### config.mk
export PLATFORM = sky130hd
export DESIGN_NAME = detect_event_counter_flat
export DESIGN_NICKNAME = d
export VERILOG_FILES = /design/src/rtl/pair_triple_pkg.sv /design/src/rtl/detect_event_counter_if.sv /design/src/rtl/sync_debounce.sv /design/src/rtl/detect_event_counter.sv /design/src/flat_wrapper.sv
export SDC_FILE = /design/constraint.sdc
export NUM_CORES = 1
export LEC_CHECK = 0
export ABC_AREA = 1
export CAP_MARGIN = 15
export CORE_ASPECT_RATIO = 0.5
export CORE_MARGIN = 3
export CORE_UTILIZATION = 52
export CTS_BUF_LIST = sky130_fd_sc_hd__clkbuf_8
export DETAILED_ROUTE_END_ITERATION = 10
export PLACE_DENSITY = 0.88
export REMOVE_ABC_BUFFERS = 1
export SLEW_MARGIN = 10
export SYNTH_ARGS = -nofsm -noshare
export SYNTH_HDL_FRONTEND = slang
export SYNTH_HIERARCHICAL = 1
export SYNTH_SLANG_ARGS = --single-unit
### constraint.sdc
create_clock -name clk -period 2.25 [get_ports clk]
set_input_delay 0.45 -clock clk [delete_from_list [all_inputs] [get_ports clk]]
set_output_delay 0.45 -clock clk [all_outputs]
set_load 0.005 [all_outputs]
### src/rtl/pair_triple_pkg.sv
`default_nettype none
// ============================================================================
// Module   : pair_triple_pkg
// Brief    : Shared debounce state encoding and seven-segment constants.
// Revision : 1.0
// ============================================================================
package pair_triple_pkg;

  typedef enum logic [1:0] {
    IDLE_LOW  = 2'd0,
    WAIT_HIGH = 2'd1,
    IDLE_HIGH = 2'd2,
    WAIT_LOW  = 2'd3
  } db_state_t;

  localparam logic [3:0] BCD_MAX   = 4'd9;
  localparam logic [6:0] SEG_BLANK = 7'b0000000;

  // Active-high segments, bit 0 = a ... bit 6 = g.
  localparam logic [6:0] SEG_TABLE [0:9] = '{
    7'h3F, 7'h06, 7'h5B, 7'h4F, 7'h66,
    7'h6D, 7'h7D, 7'h07, 7'h7F, 7'h6F
  };

  function automatic logic [6:0] seg_decode(input logic [3:0] digit);
    logic [6:0] code;
    code = SEG_BLANK;
    if (digit <= BCD_MAX) begin
      code = SEG_TABLE[digit];
    end
    return code;
  endfunction

endpackage
`default_nettype wire

### src/rtl/detect_event_counter_if.sv
`default_nettype none
// ============================================================================
// Module   : detect_event_counter_if
// Brief    : Control inputs and display outputs of the event counter.
// Revision : 1.0
// ============================================================================
interface detect_event_counter_if;
  logic       en;
  logic       det_in;
  logic       clr;
  logic [3:0] count;
  logic [6:0] seg;
  logic       dp;
  logic       event_pulse;

  modport master (
    output en, det_in, clr,
    input  count, seg, dp, event_pulse
  );

  modport slave (
    input  en, det_in, clr,
    output count, seg, dp, event_pulse
  );
endinterface
`default_nettype wire

### src/rtl/sync_debounce.sv
`default_nettype none
// ============================================================================
// Module   : sync_debounce
// Brief    : Synchroniser plus four-state debounce FSM; strobes on rising edges.
// Revision : 1.0
// ============================================================================
module sync_debounce
  import pair_triple_pkg::*;
#(
  parameter int SYNC_STAGES     = 2,
  parameter int DEBOUNCE_CYCLES = 16
) (
  input  logic clk,
  input  logic rst,
  input  logic en,
  input  logic det_in,
  output logic rise_pulse,
  output logic rise_next
);

  localparam int              CNT_W    = $clog2(DEBOUNCE_CYCLES + 1);
  localparam logic [CNT_W-1:0] CNT_MAX  = CNT_W'(DEBOUNCE_CYCLES);
  // The transition into WAIT_* already consumed the first sample.
  localparam logic [CNT_W-1:0] CNT_LAST = CNT_W'(DEBOUNCE_CYCLES - 2);

  logic [SYNC_STAGES-1:0] sync_q, sync_d;
  db_state_t              state_q, state_d;
  logic [CNT_W-1:0]       cnt_q, cnt_d, cnt_inc;
  logic                   rise_q, rise_d;
  logic                   s;

  assign s       = sync_q[SYNC_STAGES-1];
  assign cnt_inc = (cnt_q == CNT_MAX) ? cnt_q : cnt_q + 1'b1;

  always_comb begin
    sync_d  = {sync_q[SYNC_STAGES-2:0], det_in};
    state_d = state_q;
    cnt_d   = cnt_q;
    rise_d  = 1'b0;
    unique case (state_q)
      IDLE_LOW: begin
        if (s) begin
          state_d = WAIT_HIGH;
          cnt_d   = '0;
        end
      end
      WAIT_HIGH: begin
        if (!s) begin
          state_d = IDLE_LOW;
        end else if (cnt_q == CNT_LAST) begin
          state_d = IDLE_HIGH;
          rise_d  = 1'b1;
        end else begin
          cnt_d = cnt_inc;
        end
      end
      IDLE_HIGH: begin
        if (!s) begin
          state_d = WAIT_LOW;
          cnt_d   = '0;
        end
      end
      WAIT_LOW: begin
        if (s) begin
          state_d = IDLE_HIGH;
        end else if (cnt_q == CNT_LAST) begin
          state_d = IDLE_LOW;
        end else begin
          cnt_d = cnt_inc;
        end
      end
      default: state_d = IDLE_LOW;
    endcase
  end

  always_ff @(posedge clk or posedge rst) begin
    if (rst) begin
      sync_q  <= '0;
      state_q <= IDLE_LOW;
      cnt_q   <= '0;
      rise_q  <= 1'b0;
    end else if (en) begin
      sync_q  <= sync_d;
      state_q <= state_d;
      cnt_q   <= cnt_d;
      rise_q  <= rise_d;
    end
  end

  assign rise_pulse = rise_q;
  // Lets the parent update the count on the same edge the strobe rises.
  assign rise_next  = rise_d;

endmodule
`default_nettype wire

### src/rtl/detect_event_counter.sv
`default_nettype none
// ============================================================================
// Module   : detect_event_counter
// Brief    : Debounced rising-edge BCD counter driving a seven-segment digit.
// Revision : 1.0
// ============================================================================
module detect_event_counter
  import pair_triple_pkg::*;
#(
  parameter int SYNC_STAGES     = 2,
  parameter int DEBOUNCE_CYCLES = 16
) (
  input  logic                  clk,
  input  logic                  rst,
  detect_event_counter_if.slave bus
);

  logic       rise_pulse;
  logic       rise_next;
  logic [3:0] count_q, count_d;
  logic [6:0] seg_q, seg_d;
  logic       dp_q, dp_d;

  sync_debounce #(
    .SYNC_STAGES     (SYNC_STAGES),
    .DEBOUNCE_CYCLES (DEBOUNCE_CYCLES)
  ) u_sync_debounce (
    .clk        (clk),
    .rst        (rst),
    .en         (bus.en),
    .det_in     (bus.det_in),
    .rise_pulse (rise_pulse),
    .rise_next  (rise_next)
  );

  always_comb begin
    count_d = count_q;
    dp_d    = dp_q;
    if (bus.clr) begin
      count_d = 4'd0;
      dp_d    = 1'b0;
    end else if (rise_next) begin
      if (count_q >= BCD_MAX) begin
        count_d = 4'd0;
        dp_d    = 1'b1;
      end else begin
        count_d = count_q + 4'd1;
      end
    end
    // Decode the next value so seg and count move together.
    seg_d = seg_decode(count_d);
  end

  always_ff @(posedge clk or posedge rst) begin
    if (rst) begin
      count_q <= 4'd0;
      seg_q   <= SEG_TABLE[0];
      dp_q    <= 1'b0;
    end else if (bus.en) begin
      count_q <= count_d;
      seg_q   <= seg_d;
      dp_q    <= dp_d;
    end
  end

  assign bus.count       = count_q;
  assign bus.seg         = seg_q;
  assign bus.dp          = dp_q;
  assign bus.event_pulse = rise_pulse;

endmodule
`default_nettype wire

### src/flat_wrapper.sv
// flat-port wrapper written by rule: the top's interface ports become plain ports
module detect_event_counter_flat import pair_triple_pkg::*;
#(
  parameter int SYNC_STAGES     = 2,
  parameter int DEBOUNCE_CYCLES = 16
)
  (clk, rst, bus_en, bus_det_in, bus_clr, bus_count, bus_seg, bus_dp, bus_event_pulse);
  detect_event_counter_if bus_i ();
  input  logic clk;
  input  logic rst;
  input wire logic [$bits(bus_i.en)-1:0] bus_en;
  input wire logic [$bits(bus_i.det_in)-1:0] bus_det_in;
  input wire logic [$bits(bus_i.clr)-1:0] bus_clr;
  output wire logic [$bits(bus_i.count)-1:0] bus_count;
  output wire logic [$bits(bus_i.seg)-1:0] bus_seg;
  output wire logic [$bits(bus_i.dp)-1:0] bus_dp;
  output wire logic [$bits(bus_i.event_pulse)-1:0] bus_event_pulse;
  assign bus_i.en = bus_en;
  assign bus_i.det_in = bus_det_in;
  assign bus_i.clr = bus_clr;
  assign bus_count = bus_i.count;
  assign bus_seg = bus_i.seg;
  assign bus_dp = bus_i.dp;
  assign bus_event_pulse = bus_i.event_pulse;
  detect_event_counter #(.SYNC_STAGES(SYNC_STAGES), .DEBOUNCE_CYCLES(DEBOUNCE_CYCLES)) u_core (.clk(clk), .rst(rst), .bus(bus_i));
endmodule
==> results.toml <==
[critical_path]
arrival_ns = 2.56
r2r_start = "u_core/u_sync_debounce/cnt_q[1]$_DFFE_PP0P_"
startpoint = "u_core/u_sync_debounce/cnt_q[1]$_DFFE_PP0P_"
cp.required_ns = 2.44
criticalPathCategory = "flip-flop to flip-flop"
crit_path_end_kind = "flip-flop"
start_kind = "flip-flop"
worst-path-max-fanout = 7

[routing]
route.detailed.drc = 0
wl_per_cell_um = 22.0
vias_per_cell = 6.31
drtIter0Drc = 245
vias = 1685
first_pass_iters = 9
postRouteAntennaNets = 0
wirelength_um = 5880

[min_path]
hold_path.class = "flip-flop to flip-flop"
hp-start = "u_core/u_sync_debounce/sync_q[0]$_DFFE_PP0P_"

[synth]
synth_cell_types = 28
avgSynthCellArea_sq_um = 8.03
synth-xor-area-share = 0.00596
synthCells = 183
yosys_warnings = 6
synth_area_sq_um = 1470
synth_fa_ha_area_frac = 0.102
muxShareOfSynthArea = 0.00767
ys_ff_latch = 22
yosysSeqAreaShare = 0.380
synth_simple_gate_area_share = 0.359
synth_top_family_by_area = "simple AND/OR/NAND/NOR gates"
synth-compound-area-share = 0.0639

[clock_network]
cts_htree_levels = 1
hold_buffers = 0
cts_tree = "built"
cts_root_buf = "clkbuf_8"
cts.sinks = 22
clk_latency_ns = 0.27
clkTransAtPathRegs_ns = 0.08
cts_made_buffers = 3
clk_path_buf_depth = 2

[global_routing]
grt_antenna_before_repair = 0
grtUsageMet1 = 0.359
gr-usage-met3 = 0.0892
gr-usage-met2 = 0.535
grtUsageTotal = 0.318
grt_pass1_wl_um = 8140
grt_overflow_total = 0
grt_pass1_vias = 1550
grt-busiest-layer = "met2"
grt_max_degree = 15

[floorplan]
num_rows = 12
ios = 18
dieWidth_um = 81.2
die_area_sq_um = 3540
die_h_um = 43.6
core_area_sq_um = 2430
initial_core_util = 0.604

[placed_design]
dpl_cell_area_sq_um = 1810
io_buffer_count = 17
dp_hpwl_um = 2460
place_inst = 252
pre_cts_slack_ns = -0.124
gp_congestion = 0.835

[power]
power.total_mw = 1.32
ir_worst_vdd_v = 0.000459
power.leakage_nw = 1.07
cellPowerDensity_nw_per_um2 = 612

[cells_and_area]
final_common_cell = "nand2_1"
final_util = 0.888
syn_to_final_growth_pct = 47.0
stdcell_count = 267
fin_area_sq_um = 2160
fillers = 102
regArea_sq_um = 558
multi_input_area_sq_um = 992
mostFrequentLayoutCells = "49 x nand2_1, 26 x buf_4, 21 x inv_1"
n_antenna_cell = 0
nets = 250
drive_gt1_frac = 0.392

[outcome]
failed_checks = "negative setup slack"
outcome = "finished, violations left"

[sta]
maxSlewViolCount = 0
setup_slack_ns = -0.124
slew_headroom = 0.642
finalSetupViolCount = 7
period_minus_slack_ns = 2.37
finalClockSkew_ns = 0.00175
hold_viol = 0
tightest_slew_ns = 0.536
grt_setup_unrepaired = "true"
max_freq_mhz = 421
timing.final.crit_share = 1.06

[flow_run]
max_cap_violations = 0
where the power goes:
group | internal (mW) | switching (mW)
sequential | 0.459 | 0.0479
combinational | 0.212 | 0.345
clock | 0.122 | 0.135
synth_stat cells, drive strengths merged:
library cell  instances  area share
clkbuf                1      0.0026
nand3b                1      0.0051
xnor2                 1      0.0060
nor2                 10       0.031
o21ai                11       0.043
nor3                  1      0.0068
a21oi                 3       0.010
o21a                  1      0.0051
or2                   1      0.0043
nand3                18       0.085
buf                   1      0.0077
clkinv                1      0.0026
dfstp                 6        0.11
dfrtp                16        0.27
nand4                 3       0.013
a2bb2oi               1      0.0060
nand2                67        0.21
inv                  27       0.069
ha                   12        0.10
mux2                  1      0.0077
timing repair:
item / in CTS / in global routing
buffers inserted: 10 / 2
gates resized for setup: 37 / 17
pin swaps: 15 / 14
hold endpoints to repair: 0 / 0
endpoints found under the setup margin: 7 / 7
cells by family (layout without fill, tap and decap cells):
family                   Yosys count  count (layout)
AO/OA/AOI/OAI                     16              16
XOR/XNOR                           1               1
adder cells (fa/ha/maj)           12              12
buffers and inverters             30              79
flip-flops                        22              22
multiplexers                       1               1
AND/OR/NAND/NOR                  101             101
final cells by class:
class | instances | share of cell area
multi-input combinational | 131 | 0.459
sequential | 22 | 0.258
timing repair buffer | 47 | 0.190
inverter | 28 | 0.0510
tap | 35 | 0.0203
clock buffer | 3 | 0.0191
clock inverter | 1 | 0.00174
metal layers:
metal | vias up | routed length [um]
met3 | 57 | 673
met4 | 0 | 393
met2 | 171 | 2680
li1 | 668 | -
met1 | 789 | 2130
met5 | - | 0
sequential cells by signal, indices dropped and copies added (netlist names), named ones only:
signal,cells
u_core/u_sync_debounce/cnt_q,5
u_core/u_sync_debounce/state_q,1
u_core/bus.count,4
u_core/u_sync_debounce/sync_q,2
u_core/bus.dp,1
u_core/bus.seg,7
u_core/u_sync_debounce/rise_pulse,1
stage by stage:
stage	setup TNS, ns	hold slack (ns)
floorplan	-1.50	0.290
global placement	-0.0183	0.454
detailed placement	-0.654	0.457
CTS	-0.0184	0.470
global route	-1.20	0.516
finish	-0.593	0.515
critical path: stages, from the launching register on:
cell and delay [ns]:
dfrtp_1 0.42, ha_4 0.17, inv_2 0.04, nor2_2 0.03, nand2_2 0.09, nor3_4 0.05, buf_6 0.16, buf_4 0.13
buf_4 0.14, a21oi_4 0.14, nand2_4 0.09, ha_4 0.17, or2_4 0.27, nand3_4 0.09, nand2_8 0.08, nand2_1 0.11
nand2_1 0.11
path summary, 6_finish.rpt:
path	endpoint	slack (ns)	cells past startpoint
hold / removal	u_core/u_sync_debounce/sync_q[1]$_DFFE_PP0P_	0.52	2
setup / recovery	u_core/bus.seg[1]$_DFFE_PP1P_	-0.12	16
setup reg to reg	u_core/bus.seg[1]$_DFFE_PP1P_	-0.12	16
hold reg to reg	u_core/u_sync_debounce/sync_q[1]$_DFFE_PP0P_	0.52	2
min in group asynchronous	u_core/u_sync_debounce/sync_q[0]$_DFFE_PP0P_	0.53	2
max in group asynchronous	u_core/bus.seg[1]$_DFFE_PP1P_	1.31	2
Power figures use the tool's default switching activity.
